<file path="config.mk">
export PLATFORM = sky130hd
export DESIGN_NAME = fp16_add_seq
export DESIGN_NICKNAME = d
export VERILOG_FILES = /design/src/rtl/fp16_add_seq.sv
export SDC_FILE = /design/constraint.sdc
export NUM_CORES = 1
export LEC_CHECK = 0
export CAP_MARGIN = 20
export CORE_MARGIN = 3
export CORE_UTILIZATION = 63
export DETAILED_ROUTE_END_ITERATION = 10
export PLACE_DENSITY = 0.9
export SLEW_MARGIN = 0
export SYNTH_ARGS = -nofsm -noshare
export SYNTH_HDL_FRONTEND = slang
export SYNTH_SLANG_ARGS = --single-unit
</file>
<file path="constraint.sdc">
create_clock -name clk -period 5 [get_ports clk]
set_clock_uncertainty 0.1 [all_clocks]
set_input_delay 0.75 -clock clk [delete_from_list [all_inputs] [get_ports clk]]
set_output_delay 0.75 -clock clk [all_outputs]
set_load 0.02 [all_outputs]
</file>
<file path="src/rtl/fp16_add_seq.sv">
// Multi-cycle FP16 adder: align one bit per cycle, add/subtract magnitudes,
// normalise one step per cycle. Truncating, subnormals flushed to zero.
module fp16_add_seq #(
  parameter int ALIGN_CAP = 11
) (
  input  logic        clk,
  input  logic        rstn,
  input  logic        in_valid,
  output logic        in_ready,
  input  logic [15:0] in_a,
  input  logic [15:0] in_b,
  output logic        out_valid,
  input  logic        out_ready,
  output logic [15:0] out_sum,
  output logic        busy
);

  typedef enum logic [2:0] {
    IDLE  = 3'd0,
    ALIGN = 3'd1,
    ADD   = 3'd2,
    NORM  = 3'd3,
    DONE  = 3'd4
  } state_t;

  state_t      state_reg, state_next;
  logic        sgn1_reg, sgn1_next;
  logic        sgn2_reg, sgn2_next;
  logic        sign_reg, sign_next;
  logic [4:0]  exp_reg, exp_next;
  logic [4:0]  diff_reg, diff_next;
  logic [10:0] mant1_reg, mant1_next;
  logic [10:0] mant2_reg, mant2_next;
  logic [11:0] sum_reg, sum_next;
  logic [15:0] out_sum_reg, out_sum_next;

  // Operand unpacking; index 0 is A, index 1 is B.
  logic [15:0] op      [2];
  logic [4:0]  op_exp  [2];
  logic [10:0] op_mant [2];
  logic        swap;
  logic [4:0]  exp_inc;

  assign op[0] = in_a;
  assign op[1] = in_b;

  genvar gi;
  generate
    for (gi = 0; gi < 2; gi++) begin : g_unpack
      assign op_exp[gi]  = op[gi][14:10];
      assign op_mant[gi] = (op[gi][14:10] != 5'd0) ? {1'b1, op[gi][9:0]} : 11'd0;
    end
  endgenerate

  // Ties keep A as the larger-exponent operand.
  assign swap    = op_exp[1] > op_exp[0];
  assign exp_inc = exp_reg + 5'd1;

  always_ff @(posedge clk or negedge rstn) begin
    if (!rstn) begin
      state_reg   <= IDLE;
      sgn1_reg    <= 1'b0;
      sgn2_reg    <= 1'b0;
      sign_reg    <= 1'b0;
      exp_reg     <= 5'd0;
      diff_reg    <= 5'd0;
      mant1_reg   <= 11'd0;
      mant2_reg   <= 11'd0;
      sum_reg     <= 12'd0;
      out_sum_reg <= 16'h0000;
    end else begin
      state_reg   <= state_next;
      sgn1_reg    <= sgn1_next;
      sgn2_reg    <= sgn2_next;
      sign_reg    <= sign_next;
      exp_reg     <= exp_next;
      diff_reg    <= diff_next;
      mant1_reg   <= mant1_next;
      mant2_reg   <= mant2_next;
      sum_reg     <= sum_next;
      out_sum_reg <= out_sum_next;
    end
  end

  always_comb begin
    state_next   = state_reg;
    sgn1_next    = sgn1_reg;
    sgn2_next    = sgn2_reg;
    sign_next    = sign_reg;
    exp_next     = exp_reg;
    diff_next    = diff_reg;
    mant1_next   = mant1_reg;
    mant2_next   = mant2_reg;
    sum_next     = sum_reg;
    out_sum_next = out_sum_reg;

    unique case (state_reg)
      IDLE: begin
        if (in_valid) begin
          sgn1_next  = swap ? op[1][15]  : op[0][15];
          sgn2_next  = swap ? op[0][15]  : op[1][15];
          exp_next   = swap ? op_exp[1]  : op_exp[0];
          mant1_next = swap ? op_mant[1] : op_mant[0];
          mant2_next = swap ? op_mant[0] : op_mant[1];
          diff_next  = swap ? (op_exp[1] - op_exp[0]) : (op_exp[0] - op_exp[1]);
          state_next = ALIGN;
        end
      end

      ALIGN: begin
        if (diff_reg == 5'd0) begin
          state_next = ADD;
        end else if (int'(diff_reg) >= ALIGN_CAP) begin
          // Far too small to contribute: drop it in a single step.
          mant2_next = 11'd0;
          diff_next  = 5'd0;
        end else begin
          mant2_next = mant2_reg >> 1;
          diff_next  = diff_reg - 5'd1;
        end
      end

      ADD: begin
        if (sgn1_reg == sgn2_reg) begin
          sum_next  = {1'b0, mant1_reg} + {1'b0, mant2_reg};
          sign_next = sgn1_reg;
        end else if (mant1_reg >= mant2_reg) begin
          sum_next  = {1'b0, mant1_reg - mant2_reg};
          sign_next = sgn1_reg;
        end else begin
          sum_next  = {1'b0, mant2_reg - mant1_reg};
          sign_next = sgn2_reg;
        end
        state_next = NORM;
      end

      NORM: begin
        if (sum_reg == 12'd0) begin
          out_sum_next = 16'h0000;
          state_next   = DONE;
        end else if (sum_reg[11]) begin
          sum_next = sum_reg >> 1;
          exp_next = exp_inc;
          if (exp_inc == 5'd31) begin
            out_sum_next = {sign_reg, 5'd31, 10'd0};
            state_next   = DONE;
          end
        end else if (!sum_reg[10] && exp_reg > 5'd1) begin
          sum_next = sum_reg << 1;
          exp_next = exp_reg - 5'd1;
        end else if (!sum_reg[10]) begin
          // Would go subnormal: flush to positive zero.
          out_sum_next = 16'h0000;
          state_next   = DONE;
        end else begin
          out_sum_next = {sign_reg, exp_reg, sum_reg[9:0]};
          state_next   = DONE;
        end
      end

      DONE: begin
        if (out_ready) begin
          state_next = IDLE;
        end
      end

      default: state_next = IDLE;
    endcase
  end

  assign in_ready  = (state_reg == IDLE);
  assign out_valid = (state_reg == DONE);
  assign busy      = (state_reg != IDLE);
  assign out_sum   = out_sum_reg;

endmodule
</file>
# --- Word-level counts from Yosys, hierarchy flattened ---
# Cells that the tools add are included.
totals:
  register_bits: 66
  input_bits: 36
classes:
  addsub: 8
  order_cmp: 4
  n_eq_ne: 16
  n_mux: 42
  reduce_logical: 18
op_table:
  columns: ["operator", "n"]
  rows:
  - ["two-way mux 16 bit", 5]
  - ["two-way mux 11 bit", 7]
  - ["two-way mux 12 bit", 4]
  - ["two-way mux 5 bit", 9]
  - ["one-hot mux 12 bit (2 select lines)", 1]
  - ["one-hot mux 11 bit (2 select lines)", 1]
  - ["subtractor 11 bit", 2]
  - ["two-way mux 3 bit", 7]
  - ["one-hot mux 5 bit (2 select lines)", 2]
  - ["one-hot mux 3 bit (5 select lines)", 1]
  - ["adder 11 x 11 -> 12 bit", 1]
  - ["zero test 12 bit", 1]
  - ["greater-or-equal comparator 11 bit", 1]
  - ["two-way mux 10 bit", 1]
  - ["nonzero test 5 bit", 2]
  - ["subtractor 5 x 1 -> 5 bit, second input constant", 2]
  - ["subtractor 5 bit", 2]
  - ["AND reduction 3 bit", 3]
  - ["inequality test 2 bit, second input constant", 4]
  - ["inequality test 4 bit, second input constant", 2]
  - ["equality test 3 x 2 -> 1 bit, second input constant", 2]
  - ["inequality test 3 bit, second input constant", 2]
  - ["nonzero test 2 bit", 3]
  - ["adder 5 x 1 -> 5 bit, second input constant", 1]
  - ["other kinds (18)", 22]

# --- Longest topological paths before layout ---
logic_depth:
  word_depth: 6
  mapped_depth: 11

# --- Least setup slack after synthesis ---
# No wires, ideal clock.
synth_timing:
  path_type: "input -> register"
  from: "in in_a[11]"
  to: "reg mant2_reg[9]"
  arrival_time_ps: 2541
  t_required_ps: 4767
  setup_slack_ps: 2226
  path_stages: 10
  n_path_buf: 2
  cell_sequence: "inv_1 -> ha_1 -> nor2b_1 -> o31ai_1 -> a21oi_1 -> buf_2 -> clkbuf_1 -> o21ai_0 -> a221oi_1 -> a21oi_1"
synth_between:
  elab_chain_cells: 5
  word_cells_on_any_way: 6
  cone_classes: "order compare (1); mux (4); reduce/logical (1)"
synth_lines:
  columns: ["item", "line_no", "rtl"]
  rows:
  - ["start: declaration", "10", "input logic [15:0] in_a,"]
  - ["branches (longest 2 deep; another with > comparator 5 bit)", null, null]
  - ["two-way mux 11 bit (*)", "104", "mant2_next = swap ? op_mant[0] : op_mant[1];"]
  - ["two-way mux 11 bit (*)", "99", "if (in_valid) begin"]
  - ["one-hot mux 11 bit (2 select lines) (*)", "97", "unique case (state_reg)"]
  - ["end signal: assignment", "79", "mant2_reg <= mant2_next;"]
  - ["end: declaration", "33", "logic [10:0] mant2_reg, mant2_next;"]
# Every way passes the cells marked *. The select of a mux whose other input is x is not followed.
# A chain may end at the register's enable or synchronous reset.

# --- Final worst setup path ---
layout_timing:
  from: "in in_a[11]"
  to: "reg mant2_reg[5]"
# The elaborated chain is that of the path after synthesis.

==> impl_results.md <==
* Post-Syn Nets at between 700 and 800
* Worst-path clk slew at about 80 ps
* I/O Buffers at between 50 and 60
* CP Data Required Time at about 5000 ps
* Final worst slack at 1730 ps
* Ys Warns at 0
* Post-DRT Antenna Nets at 0
* DRC Markers at 0
* Async set-reset flop share out of synthesis at 1.00
* Synth Flop Type: dfrtp_1
* Layout cell share with drive strength beyond 1 at 0.0575
* Die Area at 10100 sq um
* Largest delay contributor family on the critical path: buffers and inverters
* Setup WS pre-CTS at 1360 ps
* Total grt overflow at 0
* Cell count after synthesis at around 700
* Post-synth EDFFs at 0
* DR vias/cell at about 6.6
* Kind of critical path: input pin to flip-flop
* Die Span X at approximately 100 microns
* DR WL/cell at 17.7 microns
* Hold slack final at ~180 ps
* Max-cap violations at 0
* # setup viols final at 0
* RePlAce Congestion at slightly below 1
* FF+latch count, synth at 66
* Area grow syn2layout at 13.3%
* Number of clock sinks at 66
* Clock Latency Late Sink at 360 ps
* Setup Fix Bufs, Post-CTS at 0
* Largest register FFs at 16
* First-pass iteration count of the detailed router at 6
* Worst EP arrival at 3400 ps
* Pwr dens at 757 nW/um^2
* Synthesized area at approximately 5600 sq um
* Syn Area/Cell at approximately 8 sq um
* Worst path slowest cell: clkdlybuf4s50_1
* VDD IR max at 358 uV
* CP Capture Type: flip-flop
* Final Max Slew Viols at 0
* Layout Cells excl Fill at 835
* TritonCTS clock tree: built
* Total power at 4.82 mW
* Nets at roughly 800
* Crit path buf inv count at 3
* Slew HR at 0.332
* Clk root buf: clkbuf_8
* Total GRT Usage at 0.296
* RSZ-0062 raised after global routing: no
* Max frequency at just over 300 MHz
* Placeable core region at roughly 8400 sq um
* H-tree depth at 3
* Final period utilization at 0.654
* Starting Density at 0.666
* P_leak at 2.83 nW
* ANT cells at 0
* Resized Gates After CTS at 0
* Die height at 100 microns
* Final TNS setup at 0 ps
* Post-Route WL at around 15 mm
* Vias at 5500
* Cell Chain, Critical Path: clkdlybuf4s50_1 > inv_1 > ha_1 > nor2b_1 > o31ai_1 > a21oi_4 > buf_4 > nand3_1 > o21ai_0 > a221oi_1 > a21oi_1
* Worst slew pin tran at 1000 ps
* Max stage delay on crit path at 540 ps
* HPWL after DPL at approximately 11 mm
* Distinct cells, synth at 71
* Status: finished, final reports clean
* # rows at 33
* Crit Path Max Fanout at 51
* Initial antenna violation count at 0
* # hold bufs at CTS at 0
* Post-Place Cells at 819
* Pin count of the biggest net entering global routing at 55
* Tmin final at 3270 ps
* First-pass GRT wire length at 24.0 mm
* Vias in the first global route at 5035
* Num CTS Buffers at 9
* Startpoint Class: input pin
* Detailed Route Iter0 Violations at 481
* Worst min-delay path category: input pin to asynchronous set/reset pin
* Fin. Hold Viols at 0
* CTS Buffer Depth at 2
* Seq/Total Area, Yosys at 0.294
* Fill cell count at 639
* I/O Pins at 55
-- report_power, final --
| part | internal, mW | switching, mW | total [mW] |
|---|---|---|---|
| combinational | 1.26 | 1.97 | 3.24 |
| clock | 0.284 | 0.232 | 0.516 |
| sequential | 0.782 | 0.281 | 1.06 |
-- metal layers --
layer	vias to the layer above	wire (microns)	track usage
met5	-	0	0
met1	2616	6560	0.410
met3	45	1030	0.0389
met2	278	6790	0.477
li1	2561	-	-
met4	0	397	0.101
-- through the flow --
stage	utilization	area, sq um
6_report	0.755	6360
5_1_grt	0.755	6360
4_1_cts	0.755	6360
3_3_place_gp	0.728	6130
3_5_place_dp	0.728	6130
2_1_floorplan	-	5610
-- layout by cell type (no fill, tap or decap), types with 4 or more instances in the layout --
cell type,Yosys,final
buf_4,1,6
nor3_1,17,17
a21o_1,8,8
mux2i_1,14,14
a22o_1,4,4
o211ai_1,8,8
clkdlybuf4s50_1,0,53
o221ai_1,5,5
ha_1,48,48
o21bai_1,4,4
nand2_1,82,82
a211oi_1,7,7
nor2_1,49,49
nand2b_1,9,9
xnor2_1,8,8
o21ba_2,4,4
inv_1,53,53
a221oi_1,21,21
a311oi_1,10,10
and3_1,4,4
o21a_1,4,4
dfrtp_1,66,66
o31ai_1,4,4
o22ai_1,7,7
o21ai_0,53,53
nor2b_1,8,8
fa_1,5,5
a31oi_1,6,6
and2_1,4,4
a21oi_1,66,65
nand3_1,22,22
clkbuf_8,0,9
-- final timing paths --
path | cells after the start | to | slack, ps | startpoint
setup reg to reg | 9 | sum_reg[6] | 1860 | mant1_reg[1]
hold / removal | 1 | mant1_reg[4] | 180 | rstn
min in group clk | 2 | out_sum[14] | 390 | out_sum[14]
setup / recovery | 11 | mant2_reg[5] | 1730 | in_a[11]
max in group asynchronous | 2 | mant1_reg[3] | 3620 | rstn
hold reg to reg | 2 | out_sum[14] | 390 | out_sum[14]
-- area by class of cell --
cell class | instances | area [sq um] | area share
timing repair buffer | 60 | 581 | 0.0913
clock buffer | 9 | 124 | 0.0195
clock inverter | 7 | 101 | 0.0159
multi-input combinational | 533 | 3560 | 0.560
sequential | 66 | 1650 | 0.260
inverter | 55 | 209 | 0.0329
tap | 105 | 131 | 0.0207
-- cell usage after synthesis (9+ instances only) --
master | count | share of area
nor2_1 | 49 | 0.033
mux2i_1 | 14 | 0.025
a221oi_1 | 21 | 0.033
a311oi_1 | 10 | 0.016
nand3_1 | 22 | 0.020
o21ai_0 | 53 | 0.047
a21oi_1 | 66 | 0.059
ha_1 | 48 | 0.11
nand2b_1 | 9 | 0.010
inv_1 | 53 | 0.035
nand2_1 | 82 | 0.055
dfrtp_1 | 66 | 0.29
clkbuf_1 | 30 | 0.020
nor3_1 | 17 | 0.015
-- cells by family after synthesis --
group | share of synthesized area
AOI/OAI and AO/OA | 0.284
and+or+nand+nor | 0.174
buffers and inverters | 0.0729
DFF | 0.294
adders and majority gates | 0.125
muxes | 0.0330
xor gates and xnor gates | 0.0172
Power figures use the tool's default switching activity.
